`src/rtl/rf_wb_arbiter_if.sv`:
```
// Writeback bus for rf_wb_arbiter: ALU and load requests, issue marking and the
// reg_file write port with scoreboard status.
interface rf_wb_arbiter_if #(
  parameter int unsigned DW   = 8,
  parameter int unsigned AW   = 4,
  parameter int unsigned NREG = 16
);
  logic            alu_valid;
  logic            alu_ready;
  logic [AW-1:0]   alu_addr;
  logic [DW-1:0]   alu_data;
  logic            mem_valid;
  logic            mem_ready;
  logic [AW-1:0]   mem_addr;
  logic [DW-1:0]   mem_data;
  logic            issue_valid;
  logic [AW-1:0]   issue_addr;
  logic            rf_write_en;
  logic [AW-1:0]   rf_wr_addr;
  logic [DW-1:0]   rf_val_in;
  logic [NREG-1:0] busy_mask;
  logic            init_done;
  logic            err_double;

  modport master (
    output alu_valid, alu_addr, alu_data,
    output mem_valid, mem_addr, mem_data,
    output issue_valid, issue_addr,
    input  alu_ready, mem_ready,
    input  rf_write_en, rf_wr_addr, rf_val_in,
    input  busy_mask, init_done, err_double
  );

  modport slave (
    input  alu_valid, alu_addr, alu_data,
    input  mem_valid, mem_addr, mem_data,
    input  issue_valid, issue_addr,
    output alu_ready, mem_ready,
    output rf_write_en, rf_wr_addr, rf_val_in,
    output busy_mask, init_done, err_double
  );
endinterface

```
`src/rtl/rf_wb_arbiter.sv`:
```
// Owns the reg_file write port: zero-fills after reset, then round-robins ALU and load
// writebacks through one-entry buffers and tracks pending writes per register.
module rf_wb_arbiter #(
  parameter int unsigned DW   = 8,
  parameter int unsigned AW   = 4,
  parameter int unsigned NREG = 16
) (
  input logic           clk,
  input logic           reset,
  rf_wb_arbiter_if.slave bus
);

  typedef enum logic {StInit, StRun} state_e;
  typedef enum logic {GrAlu, GrMem} src_e;

  state_e          state_q, state_d;
  logic [AW-1:0]   init_cnt_q, init_cnt_d;
  logic            alu_full_q, alu_full_d;
  logic [AW-1:0]   alu_addr_q, alu_addr_d;
  logic [DW-1:0]   alu_data_q, alu_data_d;
  logic            mem_full_q, mem_full_d;
  logic [AW-1:0]   mem_addr_q, mem_addr_d;
  logic [DW-1:0]   mem_data_q, mem_data_d;
  src_e            last_grant_q, last_grant_d;
  logic [NREG-1:0] busy_q, busy_d;
  logic            err_q, err_d;

  logic grant_alu, grant_mem;
  logic alu_ready, mem_ready;

  // Grant depends only on buffer occupancy; on a tie the source not served last wins.
  always_comb begin
    grant_alu = alu_full_q && (!mem_full_q || last_grant_q == GrMem);
    grant_mem = mem_full_q && (!alu_full_q || last_grant_q == GrAlu);
  end

  always_comb begin
    bus.rf_write_en = 1'b0;
    bus.rf_wr_addr  = '0;
    bus.rf_val_in   = '0;
    alu_ready       = 1'b0;
    mem_ready       = 1'b0;
    if (!reset) begin
      unique case (state_q)
        StInit: begin
          bus.rf_write_en = 1'b1;
          bus.rf_wr_addr  = init_cnt_q;
        end
        StRun: begin
          if (grant_alu) begin
            bus.rf_write_en = 1'b1;
            bus.rf_wr_addr  = alu_addr_q;
            bus.rf_val_in   = alu_data_q;
          end else if (grant_mem) begin
            bus.rf_write_en = 1'b1;
            bus.rf_wr_addr  = mem_addr_q;
            bus.rf_val_in   = mem_data_q;
          end
          alu_ready = !alu_full_q || grant_alu;
          mem_ready = !mem_full_q || grant_mem;
        end
        default: ;
      endcase
    end
    bus.alu_ready  = alu_ready;
    bus.mem_ready  = mem_ready;
    bus.init_done  = !reset && (state_q == StRun);
    bus.busy_mask  = busy_q;
    bus.err_double = err_q;
  end

  always_comb begin
    state_d      = state_q;
    init_cnt_d   = init_cnt_q;
    alu_full_d   = alu_full_q;
    alu_addr_d   = alu_addr_q;
    alu_data_d   = alu_data_q;
    mem_full_d   = mem_full_q;
    mem_addr_d   = mem_addr_q;
    mem_data_d   = mem_data_q;
    last_grant_d = last_grant_q;
    busy_d       = busy_q;
    err_d        = err_q;
    unique case (state_q)
      StInit: begin
        init_cnt_d = init_cnt_q + AW'(1);
        if (init_cnt_q == AW'(NREG - 1)) state_d = StRun;
      end
      StRun: begin
        if (grant_alu) begin
          alu_full_d           = 1'b0;
          last_grant_d         = GrAlu;
          busy_d[alu_addr_q]   = 1'b0;
        end
        if (grant_mem) begin
          mem_full_d           = 1'b0;
          last_grant_d         = GrMem;
          busy_d[mem_addr_q]   = 1'b0;
        end
        // Applied after the clear so a same-cycle issue keeps the bit set.
        if (bus.issue_valid) begin
          if (busy_q[bus.issue_addr]) err_d = 1'b1;
          busy_d[bus.issue_addr] = 1'b1;
        end
        if (bus.alu_valid && alu_ready) begin
          alu_full_d = 1'b1;
          alu_addr_d = bus.alu_addr;
          alu_data_d = bus.alu_data;
        end
        if (bus.mem_valid && mem_ready) begin
          mem_full_d = 1'b1;
          mem_addr_d = bus.mem_addr;
          mem_data_d = bus.mem_data;
        end
      end
      default: ;
    endcase
  end

  always_ff @(posedge clk) begin
    if (reset) begin
      state_q      <= StInit;
      init_cnt_q   <= '0;
      alu_full_q   <= 1'b0;
      alu_addr_q   <= '0;
      alu_data_q   <= '0;
      mem_full_q   <= 1'b0;
      mem_addr_q   <= '0;
      mem_data_q   <= '0;
      last_grant_q <= GrMem;
      busy_q       <= '0;
      err_q        <= 1'b0;
    end else begin
      state_q      <= state_d;
      init_cnt_q   <= init_cnt_d;
      alu_full_q   <= alu_full_d;
      alu_addr_q   <= alu_addr_d;
      alu_data_q   <= alu_data_d;
      mem_full_q   <= mem_full_d;
      mem_addr_q   <= mem_addr_d;
      mem_data_q   <= mem_data_d;
      last_grant_q <= last_grant_d;
      busy_q       <= busy_d;
      err_q        <= err_d;
    end
  end

endmodule
```
`src/flat_wrapper.sv`:
```
// flat-port wrapper written by rule: the top's interface ports become plain ports
module rf_wb_arbiter_flat 
#(
  parameter int unsigned DW   = 8,
  parameter int unsigned AW   = 4,
  parameter int unsigned NREG = 16
)
  (clk, reset, bus_alu_valid, bus_alu_addr, bus_alu_data, bus_mem_valid, bus_mem_addr, bus_mem_data, bus_issue_valid, bus_issue_addr, bus_alu_ready, bus_mem_ready, bus_rf_write_en, bus_rf_wr_addr, bus_rf_val_in, bus_busy_mask, bus_init_done, bus_err_double);
  rf_wb_arbiter_if #(.DW(DW), .AW(AW), .NREG(NREG)) bus_i ();
  input logic clk;
  input logic reset;
  input wire logic [$bits(bus_i.alu_valid)-1:0] bus_alu_valid;
  input wire logic [$bits(bus_i.alu_addr)-1:0] bus_alu_addr;
  input wire logic [$bits(bus_i.alu_data)-1:0] bus_alu_data;
  input wire logic [$bits(bus_i.mem_valid)-1:0] bus_mem_valid;
  input wire logic [$bits(bus_i.mem_addr)-1:0] bus_mem_addr;
  input wire logic [$bits(bus_i.mem_data)-1:0] bus_mem_data;
  input wire logic [$bits(bus_i.issue_valid)-1:0] bus_issue_valid;
  input wire logic [$bits(bus_i.issue_addr)-1:0] bus_issue_addr;
  output wire logic [$bits(bus_i.alu_ready)-1:0] bus_alu_ready;
  output wire logic [$bits(bus_i.mem_ready)-1:0] bus_mem_ready;
  output wire logic [$bits(bus_i.rf_write_en)-1:0] bus_rf_write_en;
  output wire logic [$bits(bus_i.rf_wr_addr)-1:0] bus_rf_wr_addr;
  output wire logic [$bits(bus_i.rf_val_in)-1:0] bus_rf_val_in;
  output wire logic [$bits(bus_i.busy_mask)-1:0] bus_busy_mask;
  output wire logic [$bits(bus_i.init_done)-1:0] bus_init_done;
  output wire logic [$bits(bus_i.err_double)-1:0] bus_err_double;
  assign bus_i.alu_valid = bus_alu_valid;
  assign bus_i.alu_addr = bus_alu_addr;
  assign bus_i.alu_data = bus_alu_data;
  assign bus_i.mem_valid = bus_mem_valid;
  assign bus_i.mem_addr = bus_mem_addr;
  assign bus_i.mem_data = bus_mem_data;
  assign bus_i.issue_valid = bus_issue_valid;
  assign bus_i.issue_addr = bus_issue_addr;
  assign bus_alu_ready = bus_i.alu_ready;
  assign bus_mem_ready = bus_i.mem_ready;
  assign bus_rf_write_en = bus_i.rf_write_en;
  assign bus_rf_wr_addr = bus_i.rf_wr_addr;
  assign bus_rf_val_in = bus_i.rf_val_in;
  assign bus_busy_mask = bus_i.busy_mask;
  assign bus_init_done = bus_i.init_done;
  assign bus_err_double = bus_i.err_double;
  rf_wb_arbiter #(.DW(DW), .AW(AW), .NREG(NREG)) u_core (.clk(clk), .reset(reset), .bus(bus_i));
endmodule
```
`config.mk`:
```
export PLATFORM = sky130hd
export DESIGN_NAME = rf_wb_arbiter_flat
export DESIGN_NICKNAME = d
export VERILOG_FILES = /design/src/rtl/rf_wb_arbiter_if.sv /design/src/rtl/rf_wb_arbiter.sv /design/src/flat_wrapper.sv
export SDC_FILE = /design/constraint.sdc
export NUM_CORES = 1
export LEC_CHECK = 0
export ABC_AREA = 1
export CAP_MARGIN = 20
export CELL_PAD_IN_SITES_DETAIL_PLACEMENT = 1
export CELL_PAD_IN_SITES_GLOBAL_PLACEMENT = 2
export CORE_MARGIN = 2
export CORE_UTILIZATION = 24
export CTS_BUF_LIST = sky130_fd_sc_hd__clkbuf_8
export CTS_CLUSTER_DIAMETER = 50
export DETAILED_ROUTE_END_ITERATION = 7
export PLACE_DENSITY_LB_ADDON = 0.1
export RECOVER_POWER = 25
export SKIP_CTS_REPAIR_TIMING = 1
export SLEW_MARGIN = 20
export SYNTH_ARGS = -nofsm -noshare
export SYNTH_HDL_FRONTEND = slang
export SYNTH_SLANG_ARGS = --single-unit
```
`constraint.sdc`:
```
create_clock -name clk -period 1.3 [get_ports clk]
set_input_delay 0.26 -clock clk [delete_from_list [all_inputs] [get_ports clk]]
set_output_delay 0.26 -clock clk [all_outputs]
set_load 0.05 [all_outputs]
```
Word-level counts from Yosys, hierarchy flattened:

Cells that the tools add are included.

* register bits after elaboration: 49
* input bits: 33
* output and inout bits: 33
* word-level logic and storage cells: 86

* add/sub/neg operators: 1
* $lt $le $gt $ge: 6
* equal/unequal tests: 1
* multiplexer cells: 36
* bitwise logic cells: 7
* reduce and logical (&&, ||, !) cells: 24

Operators by type and width (number)
* $mux 16: 5
* $and 16x16->16: 2
* $mux 8: 4
* $not 16->16: 2
* $mux 1: 18
* $or 16x16->16: 1
* $lt 4x5->1 const B: 3
* $demux 1 s4: 3
* $ge 4x1->1 const B: 3
* $mux 4: 3
* $reduce_and 2->1: 5
* $logic_and 1x1->1: 8
* $pmux 4 s2: 1
* $reduce_bool 2->1: 3
* $add 4x1->4 const B: 1
* $bmux 1 s4: 1
* $eq 4x4->1 const B: 1
* $logic_or 1x1->1: 4
* $logic_not 1->1: 3
* $reduce_and 3->1: 1
* $not 1->1: 2
* $pmux 1 s2: 1

Longest topological paths before layout:

* word-level depth: 13
* mapped depth: 10
* depth with buffers taken out: 10

Worst setup path after synthesis:

OpenSTA, ideal clock, no wires.

* path type: register -> output
* start point: reg u_core.state_q
* end point: out bus_rf_val_in[0]
* arrival: 1760 ps
* required time: 1040 ps
* slack: -720 ps
* cell stages (with the launch flop): 6
* buffers on the path: 1
* path through: dfxtp_1 buf_4 inv_4 nor2_4 inv_1 a21oi_1

* longest elaborated chain between the ends: 2

Ends and longest elaborated chain
* start, declared: RTL line rf_wb_arbiter.sv:16 `state_e state_q, state_d;`
* start signal, assigned: RTL line rf_wb_arbiter.sv:122 `state_q <= StInit;`
* start signal, assigned: RTL line rf_wb_arbiter.sv:134 `state_q <= state_d;`
* $mux 8: RTL line rf_wb_arbiter.sv:44 `unique case (state_q)`
* $mux 8: RTL line rf_wb_arbiter.sv:43 `if (!reset) begin`
* end, declared: RTL line flat_wrapper.sv:24 `output wire logic [$bits(bus_i.rf_val_in)-1:0] bus_rf_val_in;`

Every way passes these cells.

Worst setup path in the final report:

* start point: reg u_core.last_grant_q
* end point: out bus_rf_wr_addr[0]

* longest elaborated chain between the ends: 7
* elaborated cells on any way between the ends: 9
* classes of those cells: mux: 4; bitwise: 1; reduce/logical: 4

Ends and longest elaborated chain
* start, declared: RTL line rf_wb_arbiter.sv:24 `src_e last_grant_q, last_grant_d;`
* start signal, assigned: RTL line rf_wb_arbiter.sv:130 `last_grant_q <= GrMem;`
* start signal, assigned: RTL line rf_wb_arbiter.sv:142 `last_grant_q <= last_grant_d;`
* $not 1->1: RTL line rf_wb_arbiter.sv:34 `grant_mem = mem_full_q && (!alu_full_q || last_grant_q == GrAlu);`
* $logic_or 1x1->1: RTL line rf_wb_arbiter.sv:34
* $logic_and 1x1->1: RTL line rf_wb_arbiter.sv:34
* $mux 4: RTL line rf_wb_arbiter.sv:54 `end else if (grant_mem) begin`
* $mux 4 *: RTL line rf_wb_arbiter.sv:50 `if (grant_alu) begin`
* $pmux 4 s2 *: RTL line rf_wb_arbiter.sv:44
* $mux 4 *: RTL line rf_wb_arbiter.sv:43
* end, declared: RTL line flat_wrapper.sv:23 `output wire logic [$bits(bus_i.rf_wr_addr)-1:0] bus_rf_wr_addr;`

Mark *: on every way between the ends. The rest lies on a longest branch, timed or not.

==> results.py <==
metrics = {
    "route": {
        "via_count": 3049,
        "ant_nets": 0,
        "wirelength_um": 9880,
        "wl_per_cell_um": 14.7,
        "first_pass_iters": 4,
        "routed_via_density": 4.52,
        "drc_errors": 0,
        "drt_iter0_markers": 64,
    },
    "sta": {
        "drv_slew": 0,
        "worst_slack_ns": -0.495,
        "post-route-period-util": 1.38,
        "max_slew_margin": 0.717,
        "worst_pin_slew_ns": 0.425,
        "finalCriticalPeriod_ns": 1.79,
        "rsz0062_at_grt": "yes",
        "fmax_mhz": 557,
        "setup_violations": 52,
        "finClkSkew_ns": 0.0125,
        "hold_viol": 0,
    },
    "placement": {
        "place_inst": 655,
        "numPortBuffers": 65,
        "routabilityCongestion": 0.804,
        "dp_hpwl_um": 7630,
    },
    "yosys": {
        "syn_inst": 409,
        "netlist_area_um2": 2670,
        "yosysSeqAreaShare": 0.367,
        "synth_top_area_share": 0.367,
        "synthArstFlopShare": 0,
        "synth_ff_type": "dfxtp_1",
        "ys_seq_elements": 49,
        "ys.warnings.count": 0,
        "synth.distinct_cells": 32,
        "postSynthAreaPerCell_um2": 6.53,
        "synth_nets": 443,
        "yosysTopAreaCell": "dfxtp_1",
        "synth-edff-count": 0,
        "ys_top_cells_by_area": "dfxtp_1 (37%), nand2_1 (23%), a21oi_1 (9.6%)",
    },
    "flow_run": {
        "drv_cap": 0,
    },
    "power": {
        "total_power_mw": 2.97,
        "peakVddDrop_uv": 336,
        "power_density_nw_per_um2": 641,
        "leakagePower_nw": 1.86,
    },
    "clock_tree": {
        "root_buffer": "clkbuf_8",
        "clk_path_buf_depth": 2,
        "cts_tree": "yes",
        "clk_pin_slew_worst_paths_ns": 0.10,
        "clk_latency_ns": 0.31,
        "numCtsBuffers": 5,
        "htree_levels": 2,
        "clock_sinks": 49,
    },
    "floorplan": {
        "die_h_um": 110,
        "die-area_um2": 12000,
        "core_area_um2": 10800,
        "row_count": 38,
        "die_x_um": 110,
        "ios": 66,
        "start_util": 0.246,
    },
    "cells_and_area": {
        "fin_nets": 567,
        "final_common_cell": "nand2_1",
        "num_antenna_cells": 0,
        "final_cells": 674,
        "layout_common_cells": "nand2_1 (153), buf_4 (58), dfxtp_1 (45), a21oi_1 (36), clkdlybuf4s50_1 (30)",
        "area_delta_synth_final_pct": 73.7,
        "seqCellArea_um2": 996,
        "drive_above_1_share": 0.367,
        "utilization": 0.428,
        "multi_input_area_um2": 1770,
        "nFillCells": 1340,
    },
    "setup_path": {
        "cp_slowest_stage_delay_ns": 0.38,
        "crit_chain": "nand2_4, inv_2, nor2_4, buf_4, nand2_4, a31oi_4, buf_6",
        "crit_type": "register to output pin",
        "crit_top_cell": "nand2_4",
        "endpoint_kind": "output pin",
        "start_kind": "register",
        "slowest_stage": "dfxtp_4",
        "arrival_ns": 1.53,
        "rr_worst_depth": 11,
        "worstPathMaxFanout": 4,
        "crit_cells": 7,
        "worstPathBufferInverterCount": 3,
        "cp_top_family": "flip-flops",
        "cp.required_ns": 1.04,
    },
    "grt": {
        "first_global_vias": 3203,
        "overflow": 0,
        "grt_pass1_wl_um": 15700,
        "grt_max_degree": 34,
        "antenna_found_initial": 0,
        "grt_use_total": 0.169,
    },
    "status": {
        "violations": "setup timing",
        "status": "complete, but fails checks",
    },
    "min_path": {
        "hold_class": "primary input to register",
        "min_path_cells": 3,
    },
}
-- routing by layer --
layer,GRT usage,share of wire
met1,0.227,0.50
met3,0.0320,0.032
met5,0,0
met2,0.277,0.46
met4,0.0425,0.0093
-- area by class of cell --
cell class,instances,share of cell area
repair buffers,134,0.311
multi-input cells,311,0.382
flip-flops and latches,49,0.215
inverters,32,0.0297
well taps,140,0.0377
clock inverters,3,0.00998
clock buffers,5,0.0148
-- synthesized netlist by cell type, drive strengths merged, types with 2 or more instances --
master  instances
a31oi           3
nor2           19
a21oi          56
buf            11
o21ai          22
clkbuf          6
dfxtp          49
nand3          23
inv            32
nand2         174
o22ai           2
nor3            6
-- worst paths after layout --
kind         slack (ns)                  from                      end
max               -0.49   u_core.last_grant_q        bus_rf_wr_addr[0]
min                0.38                 reset        u_core.alu_full_q
max reg2reg       -0.20   u_core.last_grant_q  u_core.bus.busy_mask[1]
min reg2reg        0.47  u_core.alu_data_q[3]     u_core.alu_data_q[3]
-- kinds of logic after synthesis --
kind of cell             Yosys count  share of synthesized area
flip-flops                        49                      0.367
AO/OA/AOI/OAI                     86                      0.180
adder cells (fa/ha/maj)            1                    0.00468
buffers and inverters             49                     0.0885
AND/OR/NAND/NOR                  224                      0.359
-- worst reg2reg max path, stage by stage (launching register included) --
cell and delay [ns]:
dfxtp_4 0.38, nand2_4 0.07, inv_2 0.04, nor2_4 0.17, buf_4 0.15, nand2_4 0.07, nor2_4 0.18, nand2_1 0.07
nand2_1 0.08, nand2_2 0.06, nand2_1 0.06, a21oi_1 0.06
-- power breakdown --
| part | switching [mW] | total [mW] | internal (mW) | leakage [nW] |
|---|---|---|---|---|
| Clock | 0.561 | 1.14 | 0.577 | 0.0543 |
| Combinational | 0.169 | 0.331 | 0.161 | 1.41 |
| Sequential | 0.00599 | 1.51 | 1.50 | 0.397 |
-- stage by stage --
| step | area [µm²] | TNS (ns) | hold WS [ns] | setup slack, ns |
|---|---|---|---|---|
| after floorplan | 2820 | -10.75 | 0.427 | -0.486 |
| after global placement | 4150 | -7.17 | 0.451 | -0.368 |
| after detailed placement | 4150 | -7.65 | 0.458 | -0.423 |
| after CTS | 4270 | -11.35 | 0.376 | -0.590 |
| after global routing | 4640 | -14.74 | 0.388 | -0.583 |
| final | 4640 | -9.88 | 0.384 | -0.495 |
-- flip-flops by register name (all words and copies together), names as in the netlist, 4 cells and up --
register              cells
u_core.alu_addr_q         4
u_core.alu_data_q         8
u_core.init_cnt_q         4
u_core.bus.busy_mask     16
u_core.mem_addr_q         4
u_core.mem_data_q         8
No activity file was read; power rests on OpenSTA's default activity.
